## config.mk

```make
export PLATFORM = sky130hd
export DESIGN_NAME = apb_reg_slave
export DESIGN_NICKNAME = d
export VERILOG_FILES = /design/src/rtl/apb_reg_slave.sv
export SDC_FILE = /design/constraint.sdc
export NUM_CORES = 1
export LEC_CHECK = 0
export BUFFER_PORTS_ARGS = -buffer_cell sky130_fd_sc_hd__buf_4
export CELL_PAD_IN_SITES_DETAIL_PLACEMENT = 0
export CELL_PAD_IN_SITES_GLOBAL_PLACEMENT = 1
export CORE_MARGIN = 3
export CORE_UTILIZATION = 46
export CTS_BUF_LIST = sky130_fd_sc_hd__clkbuf_4 sky130_fd_sc_hd__clkbuf_8 sky130_fd_sc_hd__clkbuf_16
export DETAILED_ROUTE_END_ITERATION = 6
export MAX_ROUTING_LAYER = met4
export PLACE_DENSITY_LB_ADDON = 0.1
export SETUP_SLACK_MARGIN = 0.02
export SLEW_MARGIN = 20
export SYNTH_ARGS = -nofsm -noshare
export SYNTH_HDL_FRONTEND = slang
export SYNTH_SLANG_ARGS = --single-unit
```

## constraint.sdc

```tcl
create_clock -name PCLK -period 2.2 [get_ports PCLK]
set_input_delay 0.44 -clock PCLK [delete_from_list [all_inputs] [get_ports PCLK]]
set_output_delay 0.44 -clock PCLK [all_outputs]
set_load 0.1 [all_outputs]
```

## src/rtl/apb_reg_slave.sv

```systemverilog
// -----------------------------------------------------------------------------
// apb_reg_slave
//
// APB completer holding eight 32-bit registers at byte offsets 0x00..0x1C.
// Registers 0..6 are read/write and clear on reset. Register 7 is read-only
// and returns ID_VALUE. Every transfer inserts WAIT_CYCLES wait states
// before PREADY is raised.
//
// Parameters
//   WAIT_CYCLES  wait states before PREADY in every transfer (0..15)
//   ID_VALUE     contents of read-only register 7
//
// Ports
//   PCLK     in   APB clock, rising edge active
//   PRESETn  in   asynchronous active-low reset
//   PSELx    in   completer select
//   PENABLE  in   access-phase strobe
//   PWRITE   in   1 = write, 0 = read
//   PADDR    in   32-bit byte address
//   PWDATA   in   32-bit write data
//   PRDATA   out  read data, non-zero only while completing a legal read
//   PREADY   out  transfer-complete strobe (combinational)
//   PSLVERR  out  transfer error, qualified by PREADY
// -----------------------------------------------------------------------------
module apb_reg_slave #(
  parameter int unsigned WAIT_CYCLES = 1,
  parameter logic [31:0] ID_VALUE    = 32'h4150_4231
) (
  input  logic        PCLK,
  input  logic        PRESETn,
  input  logic        PSELx,
  input  logic        PENABLE,
  input  logic        PWRITE,
  input  logic [31:0] PADDR,
  input  logic [31:0] PWDATA,
  output logic [31:0] PRDATA,
  output logic        PREADY,
  output logic        PSLVERR
);

  typedef enum logic {
    S_IDLE   = 1'b0,
    S_ACCESS = 1'b1
  } state_t;

  localparam logic [3:0] WAIT_LOAD = 4'(WAIT_CYCLES);
  localparam int         NUM_RW    = 7;

  state_t      r_state;
  state_t      w_state_nxt;
  logic [3:0]  r_cnt;
  logic [3:0]  w_cnt_nxt;
  logic        w_capture;

  // Transfer attributes captured on the setup edge
  logic [31:0] r_addr;
  logic [31:0] r_wdata;
  logic        r_write;

  logic [31:0] r_regs [NUM_RW];

  logic        w_setup;
  logic        w_xfer_phase;
  logic        w_ready;
  logic        w_complete;
  logic        w_legal;
  logic        w_ro_hit;
  logic        w_wr_en;
  logic [2:0]  w_idx;
  logic [31:0] w_rd_reg;

  // ---------------------------------------------------------------------------
  // Bus phase decode
  // ---------------------------------------------------------------------------
  assign w_setup      = PSELx & ~PENABLE;
  assign w_xfer_phase = PSELx &  PENABLE;
  assign w_ready      = (r_state == S_ACCESS) && (r_cnt == 4'd0);
  assign w_complete   = w_ready & w_xfer_phase;

  // ---------------------------------------------------------------------------
  // Address decode on the captured address
  // ---------------------------------------------------------------------------
  assign w_idx    = r_addr[4:2];
  assign w_legal  = (r_addr[31:5] == 27'd0) && (r_addr[1:0] == 2'b00);
  assign w_ro_hit = (w_idx == 3'd7);
  assign w_wr_en  = w_complete & r_write & w_legal & ~w_ro_hit;

  // ---------------------------------------------------------------------------
  // FSM next-state logic
  // ---------------------------------------------------------------------------
  always_comb begin
    w_state_nxt = r_state;
    w_cnt_nxt   = r_cnt;
    w_capture   = 1'b0;
    unique case (r_state)
      S_IDLE: begin
        // A select with PENABLE already high has skipped the setup phase and
        // is not a valid transfer start, so only a true setup is accepted.
        if (w_setup) begin
          w_state_nxt = S_ACCESS;
          w_cnt_nxt   = WAIT_LOAD;
          w_capture   = 1'b1;
        end
      end
      S_ACCESS: begin
        if (w_xfer_phase) begin
          if (w_ready) begin
            w_state_nxt = S_IDLE;
          end else begin
            // Not ready implies the counter is nonzero here.
            w_cnt_nxt = r_cnt - 4'd1;
          end
        end else if (w_setup) begin
          // Aborted access that is itself a new setup: restart the transfer.
          w_state_nxt = S_ACCESS;
          w_cnt_nxt   = WAIT_LOAD;
          w_capture   = 1'b1;
        end else begin
          w_state_nxt = S_IDLE;
        end
      end
    endcase
  end

  // ---------------------------------------------------------------------------
  // FSM state and wait counter
  // ---------------------------------------------------------------------------
  always_ff @(posedge PCLK or negedge PRESETn) begin
    if (!PRESETn) begin
      r_state <= S_IDLE;
      r_cnt   <= 4'd0;
    end else begin
      r_state <= w_state_nxt;
      r_cnt   <= w_cnt_nxt;
    end
  end

  // ---------------------------------------------------------------------------
  // Transfer capture (data path, no reset needed: only consumed in ACCESS)
  // ---------------------------------------------------------------------------
  always_ff @(posedge PCLK) begin
    if (w_capture) begin
      r_addr  <= PADDR;
      r_write <= PWRITE;
      r_wdata <= PWDATA;
    end
  end

  // ---------------------------------------------------------------------------
  // Register file: written only on the completion edge of a legal write
  // ---------------------------------------------------------------------------
  always_ff @(posedge PCLK or negedge PRESETn) begin
    if (!PRESETn) begin
      for (int i = 0; i < NUM_RW; i++) begin
        r_regs[i] <= 32'd0;
      end
    end else if (w_wr_en) begin
      r_regs[w_idx] <= r_wdata;
    end
  end

  // ---------------------------------------------------------------------------
  // Read mux and response outputs
  // ---------------------------------------------------------------------------
  always_comb begin
    w_rd_reg = 32'd0;
    if (w_ro_hit) begin
      w_rd_reg = ID_VALUE;
    end else begin
      w_rd_reg = r_regs[w_idx];
    end
  end

  // PRESETn gating keeps the response quiet even in the reset delta before
  // the state register has been forced back to IDLE.
  assign PREADY  = PRESETn & w_ready;
  assign PSLVERR = PREADY & (~w_legal | (r_write & w_ro_hit));
  assign PRDATA  = (PREADY & ~r_write & w_legal) ? w_rd_reg : 32'd0;

endmodule

```

==> flow_metrics.py <==
metrics = {
    "outcome": {
        "outcome": "finished, violations left",
        "violations": "setup timing",
    },
    "drt": {
        "drt_wl_total_um": 36800,
        "dr.pass1.iters": 5,
        "routed-via-count": 8439,
        "final_antenna_net_count": 0,
        "viasPerCell": 5.63,
        "detail_route.wl_per_cell_um": 24.5,
        "drcViolationCount": 0,
        "first_iter_violations": 563,
    },
    "finish": {
        "layout_commonest_cell": "dfrtp_1",
        "diodes": 0,
        "drive_gt1_share_pct": 55.8,
        "finish.instance_area_mm2": 0.0184,
        "fill_cells": 1923,
        "layout_common_cells": "dfrtp_1, mux2_4, buf_4",
        "finalNetCount": 1167,
        "area_growth_pct": 40.7,
    },
    "global_route": {
        "grt_max_degree": 167,
        "grt_pass1_wl_um": 57400,
        "grt_pass1_vias": 9484,
        "grt-ovfl-total": 0,
        "antenna_found_initial": 0,
        "grt_use_total_pct": 25.0,
    },
    "cts": {
        "cts.sinks": 294,
        "clkTransAtPathRegs_ps": 60,
        "numCtsBuffers": 34,
        "cts_buffer_depth": 3,
        "ctsHtreeMaxLevel": 2,
        "clock_latency_ps": 520,
        "cts_tree": "built",
        "cts_hold_buf": 0,
        "cts_root_buffer": "clkbuf_16",
    },
    "synthesis": {
        "synth_cells": 871,
        "synthMuxAreaShare_pct": 26.3,
        "yosysTopAreaCell": "dfrtp_1",
        "synthTopCellsByArea": "dfrtp_1, mux2_2, edfxtp_1, mux2_4, mux4_2",
        "syn_nets": 942,
        "synth.top_cell.area_share_pct": 43.7,
        "yosys.area_share.adder_pct": 0.191,
        "synth_cell_type_count": 48,
        "ys_warn_count": 0,
        "synthesis.area_mm2": 0.0131,
        "avgSynthCellArea_um2": 15.1,
        "synth_compound_gate_area_share_pct": 6.31,
        "synth-seq-cells": 294,
        "synth_simple_gate_area_share_pct": 5.63,
        "synth_top_family_by_area": "multiplexers",
        "synth_xor_area_share_pct": 0,
        "synth-seq-area-share_pct": 58.6,
    },
    "setup_path": {
        "crit_type": "reg2out",
        "cp-end-kind": "output pin",
        "critPathLaunchType": "flop",
        "rr_startpoint": "r_cnt[1]",
        "reg2regPathDepth": 13,
        "rr_endpoint": "r_regs[49]",
        "path_max_fanout": 6,
        "r2r_slack_ps": -510,
        "arrival_ps": 2480,
        "worstPathRequired_ps": 1760,
    },
    "sta": {
        "skew_ps": 7.35,
        "fin_ws_ps": -722,
        "max_slew_margin_pct": 34.6,
        "setup-tns-final_ps": -119980,
        "grt_setup_unrepaired": "true",
        "maxSlewViolCount": 0,
        "fmax_mhz": 342,
        "period_minus_slack_ps": 2920,
        "hold_viol_final": 0,
        "setup-violations-final": 258,
        "fin_crit_sh_pct": 133,
        "worstMarginPinSlew_ps": 981,
    },
    "min_path": {
        "min_to": "r_wdata[13]",
        "hold_depth": 1,
        "min_from": "PWDATA[13]",
        "hold_path_class": "in2reg",
    },
    "die": {
        "initial_core_util_pct": 46.9,
        "fp.dieArea_mm2": 0.0306,
        "rows": 61,
        "die_y_um": 175,
        "ios": 103,
        "core-area_mm2": 0.0279,
        "die_x_um": 175,
    },
    "power": {
        "ir_drop_uv": 581,
        "power_density_mw_per_mm2": 674,
        "leakagePower_nw": 8.34,
        "power_mw": 12.4,
    },
    "placed_design": {
        "placed_cell_area_mm2": 0.0161,
        "finalWeightedCongestion": 0.784,
        "port_buffers": 102,
        "dp_slack_ps": -341,
        "post-dp-hpwl_um": 21500,
    },
    "flow_run": {
        "drv_cap": 0,
    },
}
-- worst max-delay path by stage --
stage | startpoint | endpoint | slack, ps | cells past startpoint
6_report | r_addr[6] | PRDATA[11] | -720 | 7
5_1_grt | r_cnt[1] | PRDATA[11] | -820 | 9
4_1_cts | r_cnt[0] | PRDATA[11] | -760 | 9
3_5_place_dp | r_cnt[1] | PRDATA[11] | -340 | 8
3_3_place_gp | r_cnt[1] | PRDATA[29] | -310 | 8
2_1_floorplan | r_addr[13] | PRDATA[11] | -380 | 5
-- through the flow --
stage	instances	utilization (%)	hold WS, ps
CTS	1501	66.1	81.8
detailed placement	1400	57.6	490
floorplan	871	-	144
global route	1500	66.0	80.5
finish	1500	66.0	95.6
global placement	1400	57.6	487
-- registers in the layout, summed over array words and instances, names as in the netlist --
name and cells:
r_wdata 32, r_regs 224, r_cnt 4, r_addr 32, r_write 1, r_state 1
-- worst max-delay path, stage by stage (launching register included) --
cell and delay (ps):
edfxtp_1 410, nor4_4 350, nand4_4 170, nor4_4 290, buf_6 210, buf_12 160
o211a_4 180, buf_12 170
-- final cells by class --
type | count | area [µm²] | area share (%)
clock buffer | 56 | 1070 | 5.81
clock inverter | 6 | 48.8 | 0.265
inverter | 6 | 25.0 | 0.136
multi-input combinational | 516 | 6120 | 33.2
sequential | 294 | 7680 | 41.7
tap | 378 | 473 | 2.56
timing repair buffer | 244 | 3020 | 16.4
-- what timing repair did --
action,in CTS,in global routing
pin swaps,6,10
cloned,14,1
buffers inserted,25,10
endpoints found under the setup margin,258,258
gates resized for setup,174,22
-- routing by layer --
metal / GRT usage (%) / share of wire (%) / vias up
li1: - / - / 3692
met2: 39.4 / 48 / 222
met3: 3.67 / 4.1 / 85
met1: 33.4 / 44 / 4440
met4: 8.81 / 3.2 / 0
met5: - / 0 / -
-- cell usage after synthesis, drive strengths merged --
cell / n
mux2: 246
dfrtp: 229
edfxtp: 65
nand2: 48
buf: 36
mux2i: 27
nor2: 23
clkbuf: 19
a22oi: 18
a21oi: 16
mux4: 13
nor4: 13
o211a: 13
o211ai: 13
o21a: 10
o21ai: 9
o31a: 9
and3: 7
nand3: 7
o22ai: 7
inv: 6
a21boi: 5
nor2b: 5
a2bb2oi: 4
nor3: 4
o2bb2ai: 3
a221oi: 2
ha: 2
nand4: 2
or3b: 2
a211oi: 1
a22o: 1
a32oi: 1
and2: 1
and4bb: 1
nand2b: 1
nand3b: 1
nor4b: 1
-- report_power, final --
group	total [mW]	switching, mW	internal (mW)
clock	5.59	2.24	3.35
combinational	0.993	0.523	0.471
sequential	5.85	0.139	5.71
-- cells by family after synthesis --
logic type | count (synthesis)
compound gates | 112
fa+ha+maj | 2
buf+inv | 61
flops | 294
mux | 286
simple gates | 116
Power figures use the tool's default switching activity.
